`src/rtl/display_scan_controller.sv`:
```
// Multiplexed 7-segment scan controller: latches a BCD word via a load strobe,
// commits it at frame boundaries and scans the digits with a dark gap per slot.
module display_scan_controller #(
    parameter int NUM_DIGITS   = 4,
    parameter int SLOT_CYCLES  = 50000,
    parameter int BLANK_CYCLES = 1000
) (
    input  logic                      clk,
    input  logic                      reset_n,
    input  logic                      enable,
    input  logic                      load,
    input  logic [4*NUM_DIGITS-1:0]   digits_in,
    input  logic                      lz_suppress,
    output logic                      load_ack,
    output logic [3:0]                dec_digit,
    input  logic [6:0]                dec_display,
    output logic [6:0]                seg_n,
    output logic [NUM_DIGITS-1:0]     an_n,
    output logic [1:0]                dbg_state
);

    localparam int CW = (SLOT_CYCLES > 1) ? $clog2(SLOT_CYCLES) : 1;
    localparam int IW = $clog2(NUM_DIGITS);
    localparam logic [CW-1:0] BLANK_LAST = CW'(BLANK_CYCLES - 1);
    localparam logic [CW-1:0] SLOT_LAST  = CW'(SLOT_CYCLES - 1);
    localparam logic [IW-1:0] IDX_LAST   = IW'(NUM_DIGITS - 1);
    localparam logic [6:0]    SEG_DARK   = 7'h7F;

    typedef enum logic [1:0] {
        S_IDLE  = 2'd0,
        S_BLANK = 2'd1,
        S_DRIVE = 2'd2
    } state_t;

    state_t                  state_q, state_d;
    logic [CW-1:0]           cnt_q, cnt_d;
    logic [IW-1:0]           idx_q, idx_d;
    logic [4*NUM_DIGITS-1:0] shadow_q, shadow_d;
    logic                    shadow_lz_q, shadow_lz_d;
    logic                    pending_q, pending_d;
    logic [4*NUM_DIGITS-1:0] active_q, active_d;
    logic                    active_lz_q, active_lz_d;
    logic [6:0]              seg_n_q, seg_n_d;
    logic [NUM_DIGITS-1:0]   an_n_q, an_n_d;
    logic [3:0]              dec_digit_q, dec_digit_d;
    logic                    load_ack_q, load_ack_d;

    logic [NUM_DIGITS-1:0]   supp;
    logic                    all_zero;
    logic                    enter_blank;
    logic                    commit;
    logic [IW-1:0]           next_idx;
    logic [4*NUM_DIGITS-1:0] word_sel;
    logic [NUM_DIGITS-1:0]   an_lit;
    logic [6:0]              seg_lit;

    // A digit is suppressed when it and every digit above it are zero; digit 0 always shows.
    always_comb begin
        supp     = '0;
        all_zero = 1'b1;
        for (int k = NUM_DIGITS - 1; k >= 1; k--) begin
            all_zero = all_zero & (active_q[4*k +: 4] == 4'd0);
            supp[k]  = active_lz_q & all_zero;
        end
    end

    always_comb begin
        an_lit  = supp[idx_q] ? '1 : ~(NUM_DIGITS'(1) << idx_q);
        seg_lit = supp[idx_q] ? SEG_DARK : dec_display;
    end

    always_comb begin
        state_d     = state_q;
        cnt_d       = cnt_q;
        idx_d       = idx_q;
        shadow_d    = shadow_q;
        shadow_lz_d = shadow_lz_q;
        pending_d   = pending_q;
        active_d    = active_q;
        active_lz_d = active_lz_q;
        seg_n_d     = SEG_DARK;
        an_n_d      = '1;
        dec_digit_d = dec_digit_q;
        load_ack_d  = 1'b0;
        enter_blank = 1'b0;
        commit      = 1'b0;
        next_idx    = idx_q;
        word_sel    = active_q;

        if (!enable) begin
            state_d = S_IDLE;
            cnt_d   = '0;
            idx_d   = '0;
        end else begin
            case (state_q)
                S_IDLE: begin
                    state_d     = S_BLANK;
                    cnt_d       = '0;
                    next_idx    = '0;
                    enter_blank = 1'b1;
                end
                S_BLANK: begin
                    cnt_d = cnt_q + 1'b1;
                    if (cnt_q == BLANK_LAST) begin
                        state_d = S_DRIVE;
                        an_n_d  = an_lit;
                        seg_n_d = seg_lit;
                    end
                end
                S_DRIVE: begin
                    if (cnt_q == SLOT_LAST) begin
                        state_d     = S_BLANK;
                        cnt_d       = '0;
                        next_idx    = (idx_q == IDX_LAST) ? '0 : idx_q + 1'b1;
                        enter_blank = 1'b1;
                    end else begin
                        cnt_d   = cnt_q + 1'b1;
                        an_n_d  = an_lit;
                        seg_n_d = seg_lit;
                    end
                end
                default: begin
                    state_d = S_IDLE;
                    cnt_d   = '0;
                    idx_d   = '0;
                end
            endcase
        end

        // Frame boundary: the committed word is used for the digit-0 decoder value.
        if (enter_blank) begin
            idx_d  = next_idx;
            commit = pending_q && (next_idx == '0);
            if (commit) begin
                active_d    = shadow_q;
                active_lz_d = shadow_lz_q;
                pending_d   = 1'b0;
                load_ack_d  = 1'b1;
                word_sel    = shadow_q;
            end
            dec_digit_d = word_sel[{next_idx, 2'b00} +: 4];
        end

        if (load) begin
            shadow_d    = digits_in;
            shadow_lz_d = lz_suppress;
            pending_d   = 1'b1;
        end
    end

    always_ff @(posedge clk) begin
        if (!reset_n) begin
            state_q     <= S_IDLE;
            cnt_q       <= '0;
            idx_q       <= '0;
            shadow_q    <= '0;
            shadow_lz_q <= 1'b0;
            pending_q   <= 1'b0;
            active_q    <= '0;
            active_lz_q <= 1'b0;
            seg_n_q     <= SEG_DARK;
            an_n_q      <= '1;
            dec_digit_q <= 4'd0;
            load_ack_q  <= 1'b0;
        end else begin
            state_q     <= state_d;
            cnt_q       <= cnt_d;
            idx_q       <= idx_d;
            shadow_q    <= shadow_d;
            shadow_lz_q <= shadow_lz_d;
            pending_q   <= pending_d;
            active_q    <= active_d;
            active_lz_q <= active_lz_d;
            seg_n_q     <= seg_n_d;
            an_n_q      <= an_n_d;
            dec_digit_q <= dec_digit_d;
            load_ack_q  <= load_ack_d;
        end
    end

    assign seg_n     = seg_n_q;
    assign an_n      = an_n_q;
    assign dec_digit = dec_digit_q;
    assign load_ack  = load_ack_q;
    assign dbg_state = state_q;

endmodule

```
`config.mk`:
```
export PLATFORM = sky130hd
export DESIGN_NAME = display_scan_controller
export DESIGN_NICKNAME = d
export VERILOG_FILES = /design/src/rtl/display_scan_controller.sv
export SDC_FILE = /design/constraint.sdc
export NUM_CORES = 1
export LEC_CHECK = 0
export ABC_CLOCK_PERIOD_IN_PS = 2650
export BUFFER_PORTS_ARGS = -buffer_cell sky130_fd_sc_hd__buf_2
export CORE_ASPECT_RATIO = 1.2
export CORE_MARGIN = 2
export CORE_UTILIZATION = 50
export DETAILED_ROUTE_END_ITERATION = 8
export PLACE_DENSITY = 0.72
export SETUP_SLACK_MARGIN = 0.4
export SLEW_MARGIN = 10
export SYNTH_ARGS = -nofsm -noshare
export SYNTH_HDL_FRONTEND = slang
export SYNTH_SLANG_ARGS = --single-unit
```
`constraint.sdc`:
```
create_clock -name clk -period 2.65 [get_ports clk]
set_clock_uncertainty 0.05 [all_clocks]
set_input_delay 0.3975 -clock clk [delete_from_list [all_inputs] [get_ports clk]]
set_output_delay 0.3975 -clock clk [all_outputs]
set_load 0.005 [all_outputs]
```
-- Word-level counts from Yosys, hierarchy flattened
Index checks and enable logic that the tools add are counted.
- add/subtract/negate cells: 2
- mux-type cells: 31
- equal/unequal tests: 8
- magnitude comparators: 1
- bitwise operators: 6
- reductions and logical operators: 14
- shifts and indexed selects: 2
- operators by type and width (operator ; number):
    2-to-1 mux 16 bit ; 3
    one-hot mux 16 bit (2 select lines) ; 1
    2-to-1 mux 7 bit ; 3
    adder 16 x 1 -> 16 bit (second input constant) ; 1
    equality test 16 x 10 -> 1 bit (second input constant) ; 1
    equality test 16 bit (second input constant) ; 1
    2-to-1 mux 2 bit ; 8
    variable part select 16 x 5 -> 4 bit ; 1
    one-hot mux 7 bit (2 select lines) ; 1
    zero test 4 bit ; 3
    2-to-1 mux 4 bit ; 3
    AND reduction 2 bit ; 5
    one-hot mux 4 bit (2 select lines) ; 1
    2-to-1 mux 1 bit ; 7
    one-hot mux 2 bit (3 select lines) ; 1
    bitwise AND 1 bit ; 5
    equality test 2 bit (second input constant) ; 2
    zero test 2 bit ; 2
    != test 2 bit (second input constant) ; 2
    inverter 4 bit ; 1
    one-hot mux 2 bit (2 select lines) ; 1
    nonzero test 2 bit ; 2
    << shifter 1 x 2 -> 4 bit (first input constant) ; 1
    < comparator 2 x 3 -> 1 bit (second input constant) ; 1
    other kinds (7) ; 7
- bits in registers: 71
- bits of input ports: 28
- logic and storage cells: 76
- output and inout bits: 18

-- Logic depth before layout (Yosys ltp)
Gate-level depths: netlist of run 1.
- word-level depth: 10
- gate-level depth with buffers: 9
- gate-level depth less buffers: 8

-- Worst setup path before layout of run 1
OpenSTA, ideal clock, no wires.
- kind: reg-to-reg
- start point: register cnt_q[10]
- end point: register dec_digit_q[0] (netlist: dec_digit[0])
- data required time: 2.473 ns
- stages on the path, launching flop included: 7
- slack: 0.714 ns
- buffers on the path: 0
- period minus slack after synthesis: 1.936 ns
- library setup time: 0.127 ns
- arrival time: 1.758 ns
- path through: dfxtp_1 -> or4_4 -> nor4_4 -> a21oi_2 -> and2_1 -> o211ai_2 -> o211ai_1
- word-level cells in the longest chain between the ends: 9
- elaborated cells on any way between the ends: 12
- classes of those cells: eq/ne: 1; shift: 1; mux: 8; reduce/logical: 2
- RTL lines (item ; RTL line ; RTL):
    start, declared ; 36 ; logic [CW-1:0] cnt_q, cnt_d;
    start signal, assigned ; 167 ; cnt_q <= cnt_d;
    equality test 16 bit * ; 111 ; if (cnt_q == SLOT_LAST) begin
    2-to-1 mux 2 bit ; 111 ;
    one-hot mux 2 bit (2 select lines) ; 95 ; case (state_q)
    2-to-1 mux 2 bit ; 90 ; if (!enable) begin
    zero test 2 bit ; 133 ; commit = pending_q && (next_idx == '0);
    logical AND 1 bit ; 133 ;
    2-to-1 mux 16 bit ; n/a ;
    2-to-1 mux 16 bit ; 131 ; if (enter_blank) begin
    variable part select 16 x 5 -> 4 bit ; 141 ; dec_digit_d = word_sel[{next_idx, 2'b00} +: 4];
    end signal, assigned ; 176 ; dec_digit_q <= dec_digit_d;
    end, declared ; 45 ; logic [3:0] dec_digit_q, dec_digit_d;
Mark *: on every way between the ends. The rest lies on a longest branch, timed or not. The select of a mux whose other input is x is not followed.
A chain may end at the register's enable or synchronous reset.

-- Worst setup path after layout of run 1
- start point: register cnt_q[10]
- end point: register seg_n_q[2] (netlist: seg_n[2])
- word-level cells in the longest chain between the ends: 3
- elaborated cells on any way between the ends: 5
- classes of those cells: eq/ne: 2; mux: 3
- RTL lines (item ; RTL line ; RTL):
    equality test 16 bit or equality test 16 x 10 -> 1 bit (tied branches) ; 111, 104 ;
    2-to-1 mux 7 bit (on tied branches) ; 111, 104 ;
    one-hot mux 7 bit (2 select lines) * ; 95 ;
    end signal, assigned ; 174 ; seg_n_q <= seg_n_d;
    end, declared ; 43 ; logic [6:0] seg_n_q, seg_n_d;
Mark *: on every way between the ends. The rest lies on a longest branch, timed or not.

==> flow_summary.json, run 1 <==
{
  "wl_per_cell_um": 13.4,
  "worst_pin_slew_ns": 0.678,
  "endpoint_kind": "register",
  "routed_wl_um": 6590,
  "fill_cells": 587,
  "die_y_um": 92.2,
  "synth_edf_count": 0,
  "worstReg2RegStart": "cnt_q[10]",
  "finalHoldViolations": 0,
  "ant_nets": 0,
  "yosysWarnings": 0,
  "ys.flop_type": "dfxtp_1",
  "required_ns": 2.81,
  "layout_setup_ws_ns": 0.488,
  "p_leak_nw": 1.48,
  "synthArstFlopShare_pct": 0,
  "synth_top_area_cell": "dfxtp_1",
  "synth_most_common_cell": "dfxtp_1",
  "syn_nets": 393,
  "drc": 0,
  "finalSetupTns_ns": 0,
  "htreeDepth": 3,
  "grt_max_degree": 37,
  "ctsHoldBuffers": 0,
  "slew_headroom_pct": 54.7,
  "dieArea_um2": 7150,
  "rr_worst_depth": 4,
  "portBuffers": 45,
  "ys_seq_elements": 71,
  "coreArea_um2": 6370,
  "start_util_pct": 50.9,
  "status": "completed",
  "postLayoutCoreUtil_pct": 59.1,
  "synthTopCellsByArea": "dfxtp_1 (44%), mux2i_1 (7.7%), nor2_1 (5.4%)",
  "synth_cell_types": 54,
  "clkLatencyLatePin_ns": 0.36,
  "min_path_cells": 3,
  "first_pass_iters": 4,
  "ios": 46,
  "ys_top_cells_by_count": "dfxtp_1 (71), nor2_1 (47), nand2_1 (40)",
  "synthesis.area_um2": 3240,
  "grt_setup_unrepaired": "false",
  "worst-path-max-fanout": 11,
  "cp.arrival_ns": 2.33,
  "cts_sinks": 71,
  "drive_gt1_share_pct": 25.9,
  "reg2reg_slack_ns": 0.49,
  "grt_pass1_wl_um": 11100,
  "vias": 2619,
  "clkTransAtPathRegs_ns": 0.09,
  "worstSetupPathType": "reg2reg",
  "grt_pass1_vias": 2442,
  "clockRootBuffer": "clkbuf_8",
  "numCtsBuffers": 9,
  "track_usage_pct": 19.5,
  "drv_slew": 0,
  "ys_seq_area_share_pct": 43.8,
  "antenna_found_initial": 0,
  "synth_top_cell_area_share_pct": 43.8,
  "clockBufferDepth": 2,
  "die_w_um": 77.5,
  "diodes": 0,
  "fmax_ghz": 0.463,
  "dp_hpwl_um": 4620,
  "drv_cap": 0,
  "drt_iter0_drc": 142,
  "vias_per_cell": 5.33,
  "min_from": "digits_in[12]",
  "min_period_over_period_pct": 81.6,
  "cts_tree": "built",
  "gp_congestion": 0.809,
  "start_kind": "register",
  "power_density_nw_per_um2": 559,
  "setup_violations": 0,
  "r2r_end": "seg_n[2]",
  "area_growth_pct": 16.0,
  "pre_cts_ws_ns": 0.269,
  "hp-class": "in2reg",
  "period_needed_ns": 2.16,
  "grt_overflow": 0,
  "nNetsFinal": 439,
  "rows": 32,
  "synth_cells": 355,
  "max-vdd-ir-drop_v": 0.000426,
  "whs_endpoint": "shadow_q[12]",
  "syn_area_per_cell_um2": 9.13
}
==> metal layers <==
| layer | wire (um) | GRT usage [%] | vias up |
|---|---|---|---|
| li1 | - | - | 1332 |
| met1 | 2970 | 23.0 | 1207 |
| met2 | 3190 | 32.8 | 65 |
| met3 | 295 | 4.13 | 15 |
| met4 | 144 | 10.7 | 0 |
| met5 | 0 | 0 | - |
==> cell families (layout without fill, tap and decap cells) <==
family          count (synthesis)  count (layout)  synth area share, %
compound gates                 63              63                 13.8
xor+xnor                       11              11                 2.97
fa+ha+maj                      10              10                 3.86
buf+inv                        26              76                 4.01
flops                          71              71                 43.8
mux                            26              26                 8.07
simple gates                  148             149                 23.4
==> stage by stage <==
| step | area [um^2] | total power, mW | hold slack [ns] | std cells |
|---|---|---|---|---|
| floorplan | 3240 | 1.25 | 0.368 | 355 |
| global placement | 3510 | 1.30 | 0.379 | 472 |
| detailed placement | 3510 | 1.30 | 0.386 | 472 |
| CTS | 3720 | 2.12 | 0.212 | 489 |
| global route | 3760 | 2.19 | 0.210 | 491 |
| finish | 3760 | 2.10 | 0.220 | 491 |
==> state kept, by name (all words and copies together), names as in the netlist <==
| register | flops |
|---|---|
| an_n | 4 |
| cnt_q | 16 |
| seg_n | 7 |
| active_lz_q | 1 |
| idx_q | 2 |
| shadow_q | 16 |
| pending_q | 1 |
| load_ack | 1 |
| dbg_state | 2 |
| active_q | 16 |
| dec_digit | 4 |
| shadow_lz_q | 1 |
==> power by group <==
group          internal (mW)  total, mW  leakage (nW)  switching, mW
Combinational         0.0743      0.170         0.817         0.0960
Clock                  0.357      0.813        0.0888          0.456
Sequential              1.10       1.12         0.578         0.0201
Total                   1.53       2.10          1.48          0.572
==> cells in the final DEF, fill, tap and decap left out, types with 3 or more instances in the layout <==
cell type   n
dfxtp_1    70
xnor2_1     6
nand3_1    23
inv_6       3
clkbuf_8    9
o21ai_0    17
buf_4       6
nand2_1    40
buf_2      45
o21ai_2    13
and3_1      7
or3_1       3
nor2_1     47
xor2_1      5
o211ai_1    5
inv_1       9
nor2b_1     3
ha_1        9
mux2i_1    24
o21ai_1     5
a21oi_1     9
==> cell type report <==
type | count | area (um^2) | area share, %
Clock buffer | 9 | 124 | 3.29
Tap cell | 85 | 106 | 2.83
Sequential cell | 71 | 1420 | 37.8
Multi-Input combinational cell | 259 | 1740 | 46.3
Inverter | 9 | 33.8 | 0.899
Timing Repair Buffer | 51 | 270 | 7.19
Clock inverter | 7 | 61.3 | 1.63
==> timing repair <==
item                                    in CTS  in global routing
buffers inserted                             0                  2
pin swaps                                    1                  1
endpoints found under the setup margin      18                 23
gates resized for setup                      2                  8
hold endpoints to repair                     0                  0
cloned                                       1                  0
==> critical path: stages (launching register included) <==
cell     delay (ns)
dfxtp_1        0.37
or4_4          0.60
o41ai_2        0.41
and3_1         0.43
o21ai_0        0.15
==> how the worst max path moves through the flow <==
stage	from	end	slack, ns	depth (start not counted)
2_1_floorplan	cnt_q[10]	dec_digit[0]	0.71	6
3_3_place_gp	cnt_q[0]	active_q[5]	0.36	7
3_5_place_dp	cnt_q[0]	active_q[1]	0.27	7
4_1_cts	cnt_q[0]	dec_digit[3]	0.43	8
5_1_grt	cnt_q[0]	dec_digit[2]	0.41	8
6_report	cnt_q[10]	seg_n[2]	0.49	4
No activity file was read; power rests on OpenSTA's default activity.
==> run 2: changes to the inputs <==
--- a/config.mk
+++ b/config.mk
@@ -5,7 +5,8 @@
 export SDC_FILE = /design/constraint.sdc
 export NUM_CORES = 1
 export LEC_CHECK = 0
-export ABC_CLOCK_PERIOD_IN_PS = 2650
+export ABC_AREA = 1
+export ABC_CLOCK_PERIOD_IN_PS = 2100
 export BUFFER_PORTS_ARGS = -buffer_cell sky130_fd_sc_hd__buf_2
 export CORE_ASPECT_RATIO = 1.2
 export CORE_MARGIN = 2
==> constraint.sdc (replaced) <==
create_clock -name clk -period 2.1 [get_ports clk]
set_clock_uncertainty 0.05 [all_clocks]
set_input_delay 0.315 -clock clk [delete_from_list [all_inputs] [get_ports clk]]
set_output_delay 0.315 -clock clk [all_outputs]
set_load 0.005 [all_outputs]
==> flow_summary.json, run 2 <==
{
  "status": "completed",
  "diodes": 0,
  "vias_per_cell": 5.03,
  "drv_slew": 0,
  "numCtsBuffers": 9,
  "clkTransAtPathRegs_ns": 0.08,
  "postLayoutCoreUtil_pct": 65.7,
  "synth_top_cell_area_share_pct": 44.1,
  "ios": 46,
  "place_inst": 549,
  "ant_nets": 0,
  "ys_seq_elements": 71,
  "cts_tree": "built",
  "power_density_nw_per_um2": 699,
  "final_cells": 583,
  "drt_iter0_drc": 166,
  "hp-class": "in2reg",
  "start_util_pct": 50.9,
  "worstSetupPathType": "reg2reg",
  "first_pass_iters": 4,
  "endpoint_kind": "register",
  "nNetsFinal": 531,
  "portBuffers": 45,
  "min_path_cells": 3,
  "crit_chain": "inv_6 > ha_4 > nor2_4 > nor2_4 > nand2_2 > nor2_4 > inv_4 > nand2_8 > nor2_8 > nand2_4 > o21ai_2 > nor2_1",
  "clkLatencyLatePin_ns": 0.36,
  "cp.arrival_ns": 2.02,
  "area_growth_pct": 29.0,
  "wl_per_cell_um": 12.0,
  "rr_worst_depth": 12,
  "coreArea_um2": 6330,
  "worst_pin_slew_ns": 0.612,
  "p_leak_nw": 1.72,
  "htreeDepth": 3,
  "synthArstFlopShare_pct": 0,
  "synth_most_common_cell": "nor2_1",
  "mostFrequentLayoutCells": "nor2_1 (80), nand2_1 (68), dfxtp_1 (55), buf_2 (45), inv_1 (33)",
  "fmax_ghz": 0.552,
  "antenna_found_initial": 0,
  "grt_max_degree": 38,
  "pre_cts_ws_ns": 0.187,
  "reg_top3": "active_q: 16 flops, cnt_q: 16 flops, shadow_q: 16 flops",
  "yosysWarnings": 0,
  "grt_pass1_vias": 2673,
  "synthTopCellsByArea": "dfxtp_1 (44%), nor2_1 (10%), nand2_1 (8.6%)",
  "gp_congestion": 0.926,
  "period_needed_ns": 1.81,
  "vias": 2931,
  "grt_overflow": 0,
  "required_ns": 2.31,
  "die_w_um": 77.3,
  "synth_edf_count": 0,
  "ys_seq_area_share_pct": 44.1,
  "layout_setup_ws_ns": 0.288,
  "start_kind": "register",
  "drive_gt1_share_pct": 33.7,
  "grt_setup_unrepaired": "true",
  "routed_wl_um": 6970,
  "finalSetupTns_ns": 0,
  "rows": 32,
  "syn_nets": 467,
  "final_common_cell": "nor2_1",
  "synth_cells": 429,
  "multi_input_area_um2": 1830,
  "ys_top_cells_by_count": "nor2_1 (86), nand2_1 (74), dfxtp_1 (71)",
  "finalHoldViolations": 0,
  "slew_headroom_pct": 59.2,
  "track_usage_pct": 20.4,
  "synthesis.area_um2": 3220,
  "dieArea_um2": 7110,
  "syn_area_per_cell_um2": 7.51,
  "die_y_um": 92.0,
  "clockBufferDepth": 2,
  "max_stage_delay_ns": 0.39,
  "worst-path-max-fanout": 7,
  "register_area_um2": 1450,
  "max-vdd-ir-drop_v": 0.000597,
  "clockRootBuffer": "clkbuf_8",
  "cts_sinks": 71,
  "synth_top_area_cell": "dfxtp_1",
  "min_period_over_period_pct": 86.3,
  "synth_cell_types": 36,
  "crit_top_cell": "nor2_4",
  "setup_violations": 0,
  "drc": 0,
  "drv_cap": 0,
  "ys.flop_type": "dfxtp_1",
  "grt_pass1_wl_um": 11600,
  "dp_hpwl_um": 4690,
  "fill_cells": 535,
  "cp_slowest_cell": "dfxtp_4"
}
run 2: what timing repair did:
item / 4_1_cts / 5_1_grt
pin swaps: 9 / 30
hold buffers: 0 / 0
endpoints found under the hold margin: 0 / 0
setup endpoints to repair: 26 / 52
buffers inserted: 7 / 7
gates resized for setup: 32 / 38
gates cloned: 2 / 2
run 2: power breakdown:
group	internal (mW)	switching, mW
Clock	0.587	0.535
Sequential	1.40	0.0431
Combinational	0.140	0.196
Total	2.13	0.774
run 2: final cells by class:
class	instances	area share [%]
Tap cell	85	2.56
Multi-Input combinational cell	304	44.1
Clock inverter	6	1.63
Clock buffer	10	3.31
Timing Repair Buffer	64	9.33
Inverter	43	4.18
Sequential cell	71	34.9
run 2: path summary, 6_finish.rpt:
| kind | endpoint | slack, ns | startpoint |
|---|---|---|---|
| setup / recovery | active_q[13] | 0.29 | dbg_state[0] |
| hold reg to reg | cnt_q[6] | 0.43 | cnt_q[6] |
| hold / removal | shadow_q[15] | 0.12 | digits_in[15] |
| setup reg to reg | active_q[13] | 0.29 | dbg_state[0] |
run 2: layer usage:
metal	vias up	routed length [um]	track usage [%]
met3	14	328	5.51
met2	67	3350	34.4
met4	0	155	9.38
met1	1351	3140	23.9
li1	1499	-	-
met5	-	0	0
run 2: stage by stage:
stage                     power, mW  area [um^2]  hold slack (ns)
final                          2.90         4160            0.125
after global routing           3.04         4160            0.128
after CTS                      2.90         3950            0.115
after detailed placement       1.76         3590            0.391
after global placement         1.75         3590            0.379
after floorplan                1.67         3300            0.370
run 2: cell families (layout without fill, tap and decap cells):
logic type,count (synthesis),in the layout,share of synthesized area [%]
compound gates,68,68,11.4
xor+xnor,7,7,1.90
fa+ha+maj,10,10,3.88
buf+inv,58,123,7.57
flops,71,71,44.1
simple gates,215,219,31.2
run 2: critical path, delay by kind of cell, from the launching register on:
| kind | cells | cell delay, ns |
|---|---|---|
| compound gates | 1 | 0.13 |
| fa+ha+maj | 1 | 0.17 |
| buf+inv | 2 | 0.13 |
| flops | 1 | 0.39 |
| simple gates | 8 | 0.83 |
